**src/rtl/ws2812b_pkg.sv**
```systemverilog
// ---------------------------------------------------------------------------
// ws2812b_pkg
// Shared definitions for the WS2812B driver and receiver:
//   - default bit/latch timing constants in clk cycles (12 MHz clock)
//   - receiver state enum
//   - 24-bit GRB pixel typedef (G in the MSBs, sent first on the wire)
// ---------------------------------------------------------------------------
package ws2812b_pkg;

  // Driver-side waveform timing, also the nominal receive timing.
  localparam int T0H_CYCLES   = 5;
  localparam int T1H_CYCLES   = 10;
  localparam int TBIT_CYCLES  = 15;
  localparam int LATCH_CYCLES = 600;

  // Receiver decode defaults.
  localparam int THRESH_DEF   = 7;
  localparam int MAX_HIGH_DEF = 30;

  typedef enum logic [1:0] {
    WAIT_RESET,
    LOW,
    HIGH,
    ERROR
  } rx_state_e;

  typedef struct packed {
    logic [7:0] g;
    logic [7:0] r;
    logic [7:0] b;
  } grb_pixel_t;

endpackage

```
**src/rtl/ws2812b_rx_sync.sv**
```systemverilog
// ---------------------------------------------------------------------------
// ws2812b_rx_sync
// Brings the asynchronous WS2812B line into the clk domain.
//   clk    : system clock
//   rst_n  : asynchronous active-low reset
//   din    : raw serial input, asynchronous to clk
//   din_s  : synchronized (and optionally filtered) line level
// Optional macro WS2812B_RX_GLITCH_FILTER_EN adds a 3-sample majority vote
// after the 2-FF synchronizer, removing isolated 1-cycle spikes/dropouts at
// the cost of one extra cycle of latency.
// ---------------------------------------------------------------------------
module ws2812b_rx_sync (
  input  logic clk,
  input  logic rst_n,
  input  logic din,
  output logic din_s
);

  logic sync1_q, sync1_d;
  logic sync2_q, sync2_d;

  always_comb begin
    sync1_d = din;
    sync2_d = sync1_q;
  end

  always_ff @(posedge clk or negedge rst_n) begin
    if (!rst_n) begin
      sync1_q <= 1'b0;
      sync2_q <= 1'b0;
    end else begin
      sync1_q <= sync1_d;
      sync2_q <= sync2_d;
    end
  end

`ifdef WS2812B_RX_GLITCH_FILTER_EN
  logic hist1_q, hist1_d;
  logic hist2_q, hist2_d;

  always_comb begin
    hist1_d = sync2_q;
    hist2_d = hist1_q;
  end

  always_ff @(posedge clk or negedge rst_n) begin
    if (!rst_n) begin
      hist1_q <= 1'b0;
      hist2_q <= 1'b0;
    end else begin
      hist1_q <= hist1_d;
      hist2_q <= hist2_d;
    end
  end

  // Majority of the three newest samples: a level change shows up one
  // cycle after it reaches sync2_q, and pulse widths are preserved.
  assign din_s = (sync2_q & hist1_q) | (sync2_q & hist2_q) | (hist1_q & hist2_q);
`else
  assign din_s = sync2_q;
`endif

endmodule

```
**src/rtl/ws2812b_rx.sv**
```systemverilog
// ---------------------------------------------------------------------------
// ws2812b_rx
// WS2812B single-wire receiver: measures each high pulse, decodes it as a
// 0 or 1 bit, assembles 24-bit GRB pixels MSB first and detects the
// low-time latch that ends a frame.
//   clk         : system clock (12 MHz nominal)
//   rst_n       : asynchronous active-low reset
//   din         : raw serial input, asynchronous to clk
//   pixel_data  : last complete pixel {G,R,B}
//   pixel_valid : 1-cycle pulse when pixel_data/pixel_index update
//   pixel_index : position of pixel_data within the current frame
//   frame_done  : 1-cycle pulse on a latch that follows at least one pixel
//   err         : 1-cycle pulse on an over-long high or a partial pixel
// Optional macro WS2812B_RX_GLITCH_FILTER_EN (see ws2812b_rx_sync) adds a
// majority glitch filter and one cycle of latency.
// ---------------------------------------------------------------------------
module ws2812b_rx
  import ws2812b_pkg::*;
#(
  parameter int THRESH_CYCLES   = THRESH_DEF,
  parameter int MAX_HIGH_CYCLES = MAX_HIGH_DEF,
  parameter int RESET_CYCLES    = LATCH_CYCLES,
  parameter int IDX_W           = 6
) (
  input  logic             clk,
  input  logic             rst_n,
  input  logic             din,
  output logic [23:0]      pixel_data,
  output logic             pixel_valid,
  output logic [IDX_W-1:0] pixel_index,
  output logic             frame_done,
  output logic             err
);

  localparam int LOW_W  = $clog2(RESET_CYCLES + 1);
  localparam int HIGH_W = $clog2(MAX_HIGH_CYCLES + 1);

  logic din_s;

  ws2812b_rx_sync u_sync (
    .clk   (clk),
    .rst_n (rst_n),
    .din   (din),
    .din_s (din_s)
  );

  rx_state_e        state_q, state_d;
  logic [LOW_W-1:0]  low_cnt_q, low_cnt_d;
  logic [HIGH_W-1:0] high_cnt_q, high_cnt_d;
  logic [4:0]        bit_cnt_q, bit_cnt_d;
  logic [23:0]       shift_q, shift_d;
  logic [IDX_W-1:0]  pix_cnt_q, pix_cnt_d;
  logic              got_pix_q, got_pix_d;   // a pixel completed since the last latch
  grb_pixel_t        pixel_data_q, pixel_data_d;
  logic [IDX_W-1:0]  pixel_index_q, pixel_index_d;
  logic              pixel_valid_q, pixel_valid_d;
  logic              frame_done_q, frame_done_d;
  logic              err_q, err_d;

  logic [LOW_W-1:0]  low_inc;
  logic [HIGH_W-1:0] high_inc;
  logic              new_bit;
  logic [23:0]       shifted;

  assign low_inc  = low_cnt_q + 1'b1;
  assign high_inc = high_cnt_q + 1'b1;
  assign new_bit  = (high_cnt_q >= HIGH_W'(THRESH_CYCLES));
  assign shifted  = {shift_q[22:0], new_bit};

  always_comb begin
    state_d       = state_q;
    low_cnt_d     = low_cnt_q;
    high_cnt_d    = high_cnt_q;
    bit_cnt_d     = bit_cnt_q;
    shift_d       = shift_q;
    pix_cnt_d     = pix_cnt_q;
    got_pix_d     = got_pix_q;
    pixel_data_d  = pixel_data_q;
    pixel_index_d = pixel_index_q;
    pixel_valid_d = 1'b0;
    frame_done_d  = 1'b0;
    err_d         = 1'b0;

    case (state_q)
      WAIT_RESET: begin
        if (din_s) begin
          low_cnt_d = '0;
        end else if (low_inc == LOW_W'(RESET_CYCLES)) begin
          // Arrive in LOW already saturated so this low period cannot latch.
          state_d   = LOW;
          low_cnt_d = low_inc;
          bit_cnt_d = '0;
          pix_cnt_d = '0;
          got_pix_d = 1'b0;
        end else begin
          low_cnt_d = low_inc;
        end
      end

      LOW: begin
        if (din_s) begin
          state_d    = HIGH;
          high_cnt_d = HIGH_W'(1);
        end else if (low_cnt_q != LOW_W'(RESET_CYCLES)) begin
          low_cnt_d = low_inc;
          if (low_inc == LOW_W'(RESET_CYCLES)) begin
            err_d        = (bit_cnt_q != 5'd0);
            frame_done_d = got_pix_q;
            bit_cnt_d    = '0;
            pix_cnt_d    = '0;
            got_pix_d    = 1'b0;
          end
        end
      end

      HIGH: begin
        if (!din_s) begin
          state_d   = LOW;
          low_cnt_d = LOW_W'(1);
          shift_d   = shifted;
          if (bit_cnt_q == 5'd23) begin
            pixel_data_d  = grb_pixel_t'(shifted);
            pixel_index_d = pix_cnt_q;
            pixel_valid_d = 1'b1;
            pix_cnt_d     = pix_cnt_q + 1'b1;
            got_pix_d     = 1'b1;
            bit_cnt_d     = '0;
          end else begin
            bit_cnt_d = bit_cnt_q + 1'b1;
          end
        end else if (high_inc == HIGH_W'(MAX_HIGH_CYCLES)) begin
          state_d    = ERROR;
          high_cnt_d = high_inc;
          err_d      = 1'b1;
          bit_cnt_d  = '0;
        end else begin
          high_cnt_d = high_inc;
        end
      end

      ERROR: begin
        if (!din_s) begin
          state_d   = WAIT_RESET;
          low_cnt_d = '0;
        end
      end

      default: state_d = WAIT_RESET;
    endcase
  end

  always_ff @(posedge clk or negedge rst_n) begin
    if (!rst_n) begin
      state_q       <= WAIT_RESET;
      low_cnt_q     <= '0;
      high_cnt_q    <= '0;
      bit_cnt_q     <= '0;
      shift_q       <= '0;
      pix_cnt_q     <= '0;
      got_pix_q     <= 1'b0;
      pixel_data_q  <= '0;
      pixel_index_q <= '0;
      pixel_valid_q <= 1'b0;
      frame_done_q  <= 1'b0;
      err_q         <= 1'b0;
    end else begin
      state_q       <= state_d;
      low_cnt_q     <= low_cnt_d;
      high_cnt_q    <= high_cnt_d;
      bit_cnt_q     <= bit_cnt_d;
      shift_q       <= shift_d;
      pix_cnt_q     <= pix_cnt_d;
      got_pix_q     <= got_pix_d;
      pixel_data_q  <= pixel_data_d;
      pixel_index_q <= pixel_index_d;
      pixel_valid_q <= pixel_valid_d;
      frame_done_q  <= frame_done_d;
      err_q         <= err_d;
    end
  end

  assign pixel_data  = pixel_data_q;
  assign pixel_index = pixel_index_q;
  assign pixel_valid = pixel_valid_q;
  assign frame_done  = frame_done_q;
  assign err         = err_q;

endmodule

```
**config.mk**
```make
export PLATFORM = sky130hd
export DESIGN_NAME = ws2812b_rx
export DESIGN_NICKNAME = d
export VERILOG_FILES = /design/src/rtl/ws2812b_pkg.sv /design/src/rtl/ws2812b_rx_sync.sv /design/src/rtl/ws2812b_rx.sv
export SDC_FILE = /design/constraint.sdc
export NUM_CORES = 1
export LEC_CHECK = 0
export CORE_ASPECT_RATIO = 0.6
export CORE_UTILIZATION = 62
export CTS_CLUSTER_DIAMETER = 50
export DETAILED_ROUTE_END_ITERATION = 8
export GPL_TIMING_DRIVEN = 1
export PLACE_DENSITY = 0.86
export SLEW_MARGIN = 25
export SYNTH_ARGS = -nofsm -noshare
export SYNTH_HDL_FRONTEND = slang
export SYNTH_SLANG_ARGS = --single-unit
```
**constraint.sdc**
```tcl
create_clock -name clk -period 6.73 [get_ports clk]
set_clock_uncertainty 0.2 [all_clocks]
set_input_delay 1.346 -clock clk [delete_from_list [all_inputs] [get_ports clk]]
set_output_delay 1.346 -clock clk [all_outputs]
set_load 0.01 [all_outputs]
```
==> results of run 1 <==
-- synthesized netlist by cell type (6+ instances only) --
cell,n
inv_1,14
mux2_2,30
o31ai_1,6
nor3_1,10
ha_1,14
a21oi_1,13
buf_2,6
nand3_1,11
o21ai_0,22
dfrtp_1,87
clkbuf_1,6
nand2_1,89
nor2_1,19
-- metal layers --
metal / share of wire [%] / vias to the layer above / GRT usage, %
met4: 1.8 / 0 / 10.10
met2: 43 / 133 / 38.95
met3: 6.5 / 16 / 6.539
met5: 0 / - / 0
li1: - / 1422 / -
met1: 48 / 1489 / 39.91
-- power by group --
group | internal, mW | total, mW | switching (mW)
registers | 0.524 | 0.528 | 0.00405
clock network | 0.152 | 0.330 | 0.178
logic | 0.00587 | 0.0228 | 0.0170
total | 0.682 | 0.881 | 0.199
-- flip-flops by register name, summed over array words and instances (netlist names) --
signal	count
frame_done	1
low_cnt_q	10
got_pix_q	1
shift_q	23
bit_cnt_q	5
u_sync.sync1_q	1
pixel_data	24
pixel_valid	1
pix_cnt_q	6
err	1
state_q	2
high_cnt_q	5
u_sync.din_s	1
pixel_index	6
-- worst max-delay path: cells and delay by family, from the launching register on --
kind	cells	cell delay, ps
and+or+nand+nor	5	2150
DFF	1	430
adders and majority gates	1	380
buffers and inverters	1	190
AOI/OAI and AO/OA	1	110
-- cell usage in the layout (no fill, tap or decap), types with 2 or more instances in the layout --
master,synthesis,routed
a21o_1,3,3
a21oi_1,13,13
a22o_1,4,4
and2_1,2,2
and3_1,3,3
buf_4,2,3
clkbuf_8,0,11
clkdlybuf4s50_1,0,34
clkinv_2,0,2
dfrtp_1,87,87
ha_1,14,14
inv_1,14,14
mux2_2,30,30
mux2i_1,2,2
nand2_1,89,89
nand2b_1,3,2
nand3_1,11,11
nand4_1,4,4
nand4b_1,2,2
nor2_1,19,19
nor3_1,10,10
o21ai_0,22,22
o22ai_1,2,2
o2bb2ai_1,4,4
o31ai_1,6,6
o41ai_2,2,2
xnor2_1,2,2
-- kinds of logic after synthesis --
logic type | share of synthesized area (%)
AOI/OAI and AO/OA | 11.78
adders and majority gates | 4.271
xor gates and xnor gates | 0.6408
DFF | 53.08
muxes | 8.725
and+or+nand+nor | 18.12
buffers and inverters | 3.386
-- worst paths after layout --
path                       depth (start not counted)      startpoint           end  slack [ps]
min reg2reg                                        0  u_sync.sync1_q  u_sync.din_s         160
min in group asynchronous                          1           rst_n  low_cnt_q[9]         630
max                                                8      state_q[0]  pix_cnt_q[5]        3200
max in group asynchronous                          2           rst_n  pix_cnt_q[0]        4590
max reg2reg                                        8      state_q[0]  pix_cnt_q[5]        3200
min                                                0  u_sync.sync1_q  u_sync.din_s         160
-- layout make-up --
| class | count | area (um2) | share of cell area [%] |
|---|---|---|---|
| sequential | 87 | 2177 | 46.69 |
| inverter | 15 | 56.30 | 1.207 |
| multi-input combinational | 273 | 1788 | 38.34 |
| clock inverter | 3 | 18.77 | 0.4025 |
| clock buffer | 12 | 155.1 | 3.327 |
| tap | 84 | 105.1 | 2.254 |
| timing repair buffer | 37 | 362.8 | 7.781 |
-- stage by stage --
step,util (%),instances
after floorplan,-,391
after global placement,71.81,496
after detailed placement,71.81,496
after CTS,74.59,511
after global routing,74.63,511
final,74.63,511
==> results.yml, run 1 <==
floorplanning:
  coreArea_um2: 6248
  fp-row-count: 22
  die_w_um: 107
  initial_core_util_pct: 65.64
  num_io_pins: 36
  dieArea_um2: 6955
  chipHeight_um: 65
place:
  io_buffers: 35
  post-dp-hpwl_um: 5790
  gp_congestion: 0.9708
  place_ws_ps: 2960
  placed_cell_area_um2: 4487
finish:
  syn2layout_area_growth_pct: 13.70
  layout-drive-gt1-share_pct: 14.05
  n_antenna_cell: 0
  final_nets: 440
  fill_cells: 427
  post-route-cell-area_um2: 4663
clock_network:
  root_buffer: "clkbuf_8"
  cts_tree: "yes"
  cts_hold_buffers: 0
  clock_path_buffers: 2
  numCtsBuffers: 9
  htreeDepth: 3
  ctsResizeCount: 0
  postCtsSetupRepairBufs: 0
  cts_sinks: 87
  clkTransAtPathRegs_ps: 80
  insertion_delay_ps: 360
sta:
  setup_viol: 0
  rsz0062_at_grt: "false"
  drv_slew: 0
  setup_tns_ps: 0
  fin_ws_ps: 3201
  hold_ws_ps: 158.7
  min_period_ps: 3529
  finalCritPeriodShare_pct: 52.43
  fmax_ghz: 0.2834
  hold_viol: 0
  worst_pin_slew_ps: 983.6
  maxSlewHeadroom_pct: 34.27
grt:
  grt_first_pass_wirelength_um: 14140
  grt-ovfl-total: 0
  antenna_found_initial: 0
  grt_use_total_pct: 27.09
  grt_start_max_net_pins: 73
  grt_pass1_vias: 2851
synthesis:
  synth_top_area_share_pct: 53.08
  ys_warn_count: 0
  syn_inst: 391
  synth_edf_count: 0
  ys_types: 55
  syn_area_per_cell_um2: 10.49
  synth-async-reset-ratio_pct: 100.0
  synth_seq_area_share_pct: 53.08
  ys_top_cells_by_area: "dfrtp_1, mux2_2, nand2_1"
  synth_seq_cells: 87
  ys.flop_type: "dfrtp_1"
  syn_nets: 408
  synth_top_cell_by_area: "dfrtp_1"
  synth_area_um2: 4101
setup_path:
  arrival_ps: 3630
  cp_cell_sequence: "inv_1, ha_1, nand2b_2, nor2_4, nand3b_4, or4_1, nand2_1, a22o_1"
  slowest_delay_ps: 900
  cp_slowest_cell: "nor2_4"
  cp.required_ps: 6830
  setup.worst_path.class: "register to register"
  critPathMaxFanout: 34
  end_kind: "register"
  start_kind: "register"
job:
  maxCapViolCount: 0
detailed_routing:
  avgViaCountPerCell: 5.988
  wl_per_cell_um: 16.33
  drt_wl_total_um: 8347
  drc: 0
  first_pass_iters: 7
  detail-route-antenna-nets: 0
  vias: 3060
  drt_iter0_drc: 298
power:
  p_total_uw: 880.9
  powerDensity_nw_per_um2: 188.9
  power_leakage_nw: 2.274
  peakVddDrop_mv: 0.1554
status:
  status: "finished, final reports clean"
min_path:
  min_path_type: "register to register"
Power figures use the tool's default switching activity.
==> inputs of run 2 (changes only) <==
--- a/config.mk
+++ b/config.mk
@@ -6,11 +6,11 @@
 export NUM_CORES = 1
 export LEC_CHECK = 0
 export CORE_ASPECT_RATIO = 0.6
-export CORE_UTILIZATION = 62
+export CORE_UTILIZATION = 57
 export CTS_CLUSTER_DIAMETER = 50
 export DETAILED_ROUTE_END_ITERATION = 8
 export GPL_TIMING_DRIVEN = 1
-export PLACE_DENSITY = 0.86
+export PLACE_DENSITY = 0.8
 export SLEW_MARGIN = 25
 export SYNTH_ARGS = -nofsm -noshare
 export SYNTH_HDL_FRONTEND = slang
==> constraint.sdc (replaced) <==
create_clock -name clk -period 3.5 [get_ports clk]
set_clock_uncertainty 0.2 [all_clocks]
set_input_delay 0.7 -clock clk [delete_from_list [all_inputs] [get_ports clk]]
set_output_delay 0.7 -clock clk [all_outputs]
set_load 0.01 [all_outputs]
==> run 2 against run 1 <==
  * The flow now finishes with violations (design-rule violations)
  * Total power rose by 130%
  * Critical path depth fell by 1
  * Combinational power rose by 89%
  * Wire length fell by 3.6%
  * Sequential cell count did not move
  * First-iteration DRC count fell by 2.3%
  * Die area rose by 8.6%
  * Hold slack got worse by 5.7 ps
  * Core utilization fell by 4.0 points
  * Final area rose by 3.3%
  * Clock power rose to 2.9 times the previous value
  * Register-to-register slack got worse by 2300 ps
  * Largest cell class unchanged
  * Largest power group unchanged
==> results.yml, run 2 (synthesis results as in run 1) <==
detailed_routing:
  detail-route-antenna-nets: 0
  drc: 5
  first_pass_iters: 7
  wl_per_cell_um: 15.57
  avgViaCountPerCell: 5.660
  drt_wl_total_um: 8049
  vias: 2926
  drt_iter0_drc: 291
clock_network:
  cts_hold_buffers: 0
  htreeDepth: 3
  cts_sinks: 87
  numCtsBuffers: 9
  cts_tree: "yes"
  root_buffer: "clkbuf_16"
  clock_path_buffers: 2
  ctsResizeCount: 0
  insertion_delay_ps: 340
  postCtsSetupRepairBufs: 0
  clkTransAtPathRegs_ps: 60
floorplanning:
  chipHeight_um: 67.71
  fp-row-count: 23
  initial_core_util_pct: 60.14
  dieArea_um2: 7550
  coreArea_um2: 6820
  num_io_pins: 36
  die_w_um: 111.5
finish:
  final_cell_mix: "nand2_1, dfrtp_1, clkdlybuf4s50_1"
  layout-drive-gt1-share_pct: 14.65
  final_common_cell: "nand2_1"
  instances_no_fill: 517
  largest_register_ffs: 24
  n_antenna_cell: 0
  final_nets: 442
  syn2layout_area_growth_pct: 17.45
grt:
  grt_pass1_vias: 2705
  grt_first_pass_wirelength_um: 13490
  grt_use_total_pct: 23.74
  grt-ovfl-total: 0
  antenna_found_initial: 0
  grt_start_max_net_pins: 88
power:
  powerDensity_nw_per_um2: 422.1
  peakVddDrop_mv: 0.3514
  power_leakage_nw: 2.341
setup_path:
  end_kind: "register"
  start_kind: "register"
  worst_r2r_path_depth: 7
  setup.worst_path.class: "register to register"
  cp_cell_sequence: "inv_1, ha_1, clkinv_1, nor2_1, buf_4, nand2_1, o41ai_2"
  slowest_delay_ps: 420
  cp_slowest_cell: "dfrtp_1"
  reg2reg_from: "state_q[0]"
  worstReg2RegEnd: "bit_cnt_q[3]"
  cp.required_ps: 3540
  reg2reg_slack_ps: 870
  critPathMaxFanout: 25
  arrival_ps: 2670
min_path:
  hold_end: "u_sync.din_s"
  hold_depth: 0
  min_path_type: "register to register"
  min-delay-start: "u_sync.sync1_q"
sta:
  min_period_ps: 2634
  drv_slew: 0
  maxSlewHeadroom_pct: 49.08
  setup_tns_ps: 0
  finalCritPeriodShare_pct: 75.25
  rsz0062_at_grt: "false"
  fmax_ghz: 0.3797
  setup_viol: 0
  hold_ws_ps: 153.0
  worst_pin_slew_ps: 763.8
  hold_viol: 0
status:
  status: "complete, but fails checks"
  failed_checks: "design-rule violations"
place:
  dp.cells: 501
  post-dp-hpwl_um: 5384
  gp_congestion: 0.9205
  io_buffers: 35
job:
  maxCapViolCount: 0
run 2: worst max-delay path, delay by kind of cell (launching register included):
| kind | cells | cell delay (ps) |
|---|---|---|
| simple gates | 2 | 340 |
| flops | 1 | 420 |
| compound gates | 1 | 320 |
| buf+inv | 3 | 860 |
| fa+ha+maj | 1 | 400 |
run 2: how the worst max path moves through the flow:
stage,start,slack (ps),to,depth (start not counted)
floorplan,state_q[0],1310,pix_cnt_q[5],9
global placement,state_q[0],950,bit_cnt_q[3],7
detailed placement,state_q[0],900,bit_cnt_q[3],7
CTS,state_q[0],880,bit_cnt_q[3],7
global route,state_q[0],680,bit_cnt_q[3],7
finish,state_q[0],870,bit_cnt_q[3],7
run 2: area by class of cell:
cell class / instances / area (um2)
sequential: 87 / 2177
fill: 499 / 2003
multi-input combinational: 273 / 1785
timing repair buffer: 39 / 381.6
clock buffer: 10 / 239.0
tap: 87 / 108.9
clock inverter: 6 / 68.82
inverter: 15 / 56.30
run 2: metrics by stage:
| stage | cell area, um2 | worst slack, ps | power (mW) | util (%) |
|---|---|---|---|---|
| CTS | 4817 | 884.2 | 2.056 | 70.63 |
| detailed placement | 4509 | 904.2 | 1.080 | 66.12 |
| global route | 4817 | 681.5 | 2.090 | 70.63 |
| finish | 4817 | 866.4 | 2.033 | 70.63 |
| floorplan | 4101 | 1311 | 1.053 | - |
| global placement | 4506 | 953.5 | 1.078 | 66.06 |
run 2: routing by layer:
metal	global-route usage, %	part of all wire, %	vias to the layer above
li1	-	-	1434
met1	34.73	52	1412
met2	33.91	41	69
met3	6.104	5.7	11
met4	9.122	1.4	0
met5	0	0	-
run 2: power by group:
part           leakage (nW)  total [mW]  switching [mW]  internal, mW
clock network         0.149       0.973           0.397         0.576
registers              1.21        1.02         0.00752          1.01
logic                 0.983      0.0432          0.0316        0.0116
total                  2.34        2.03           0.437          1.60
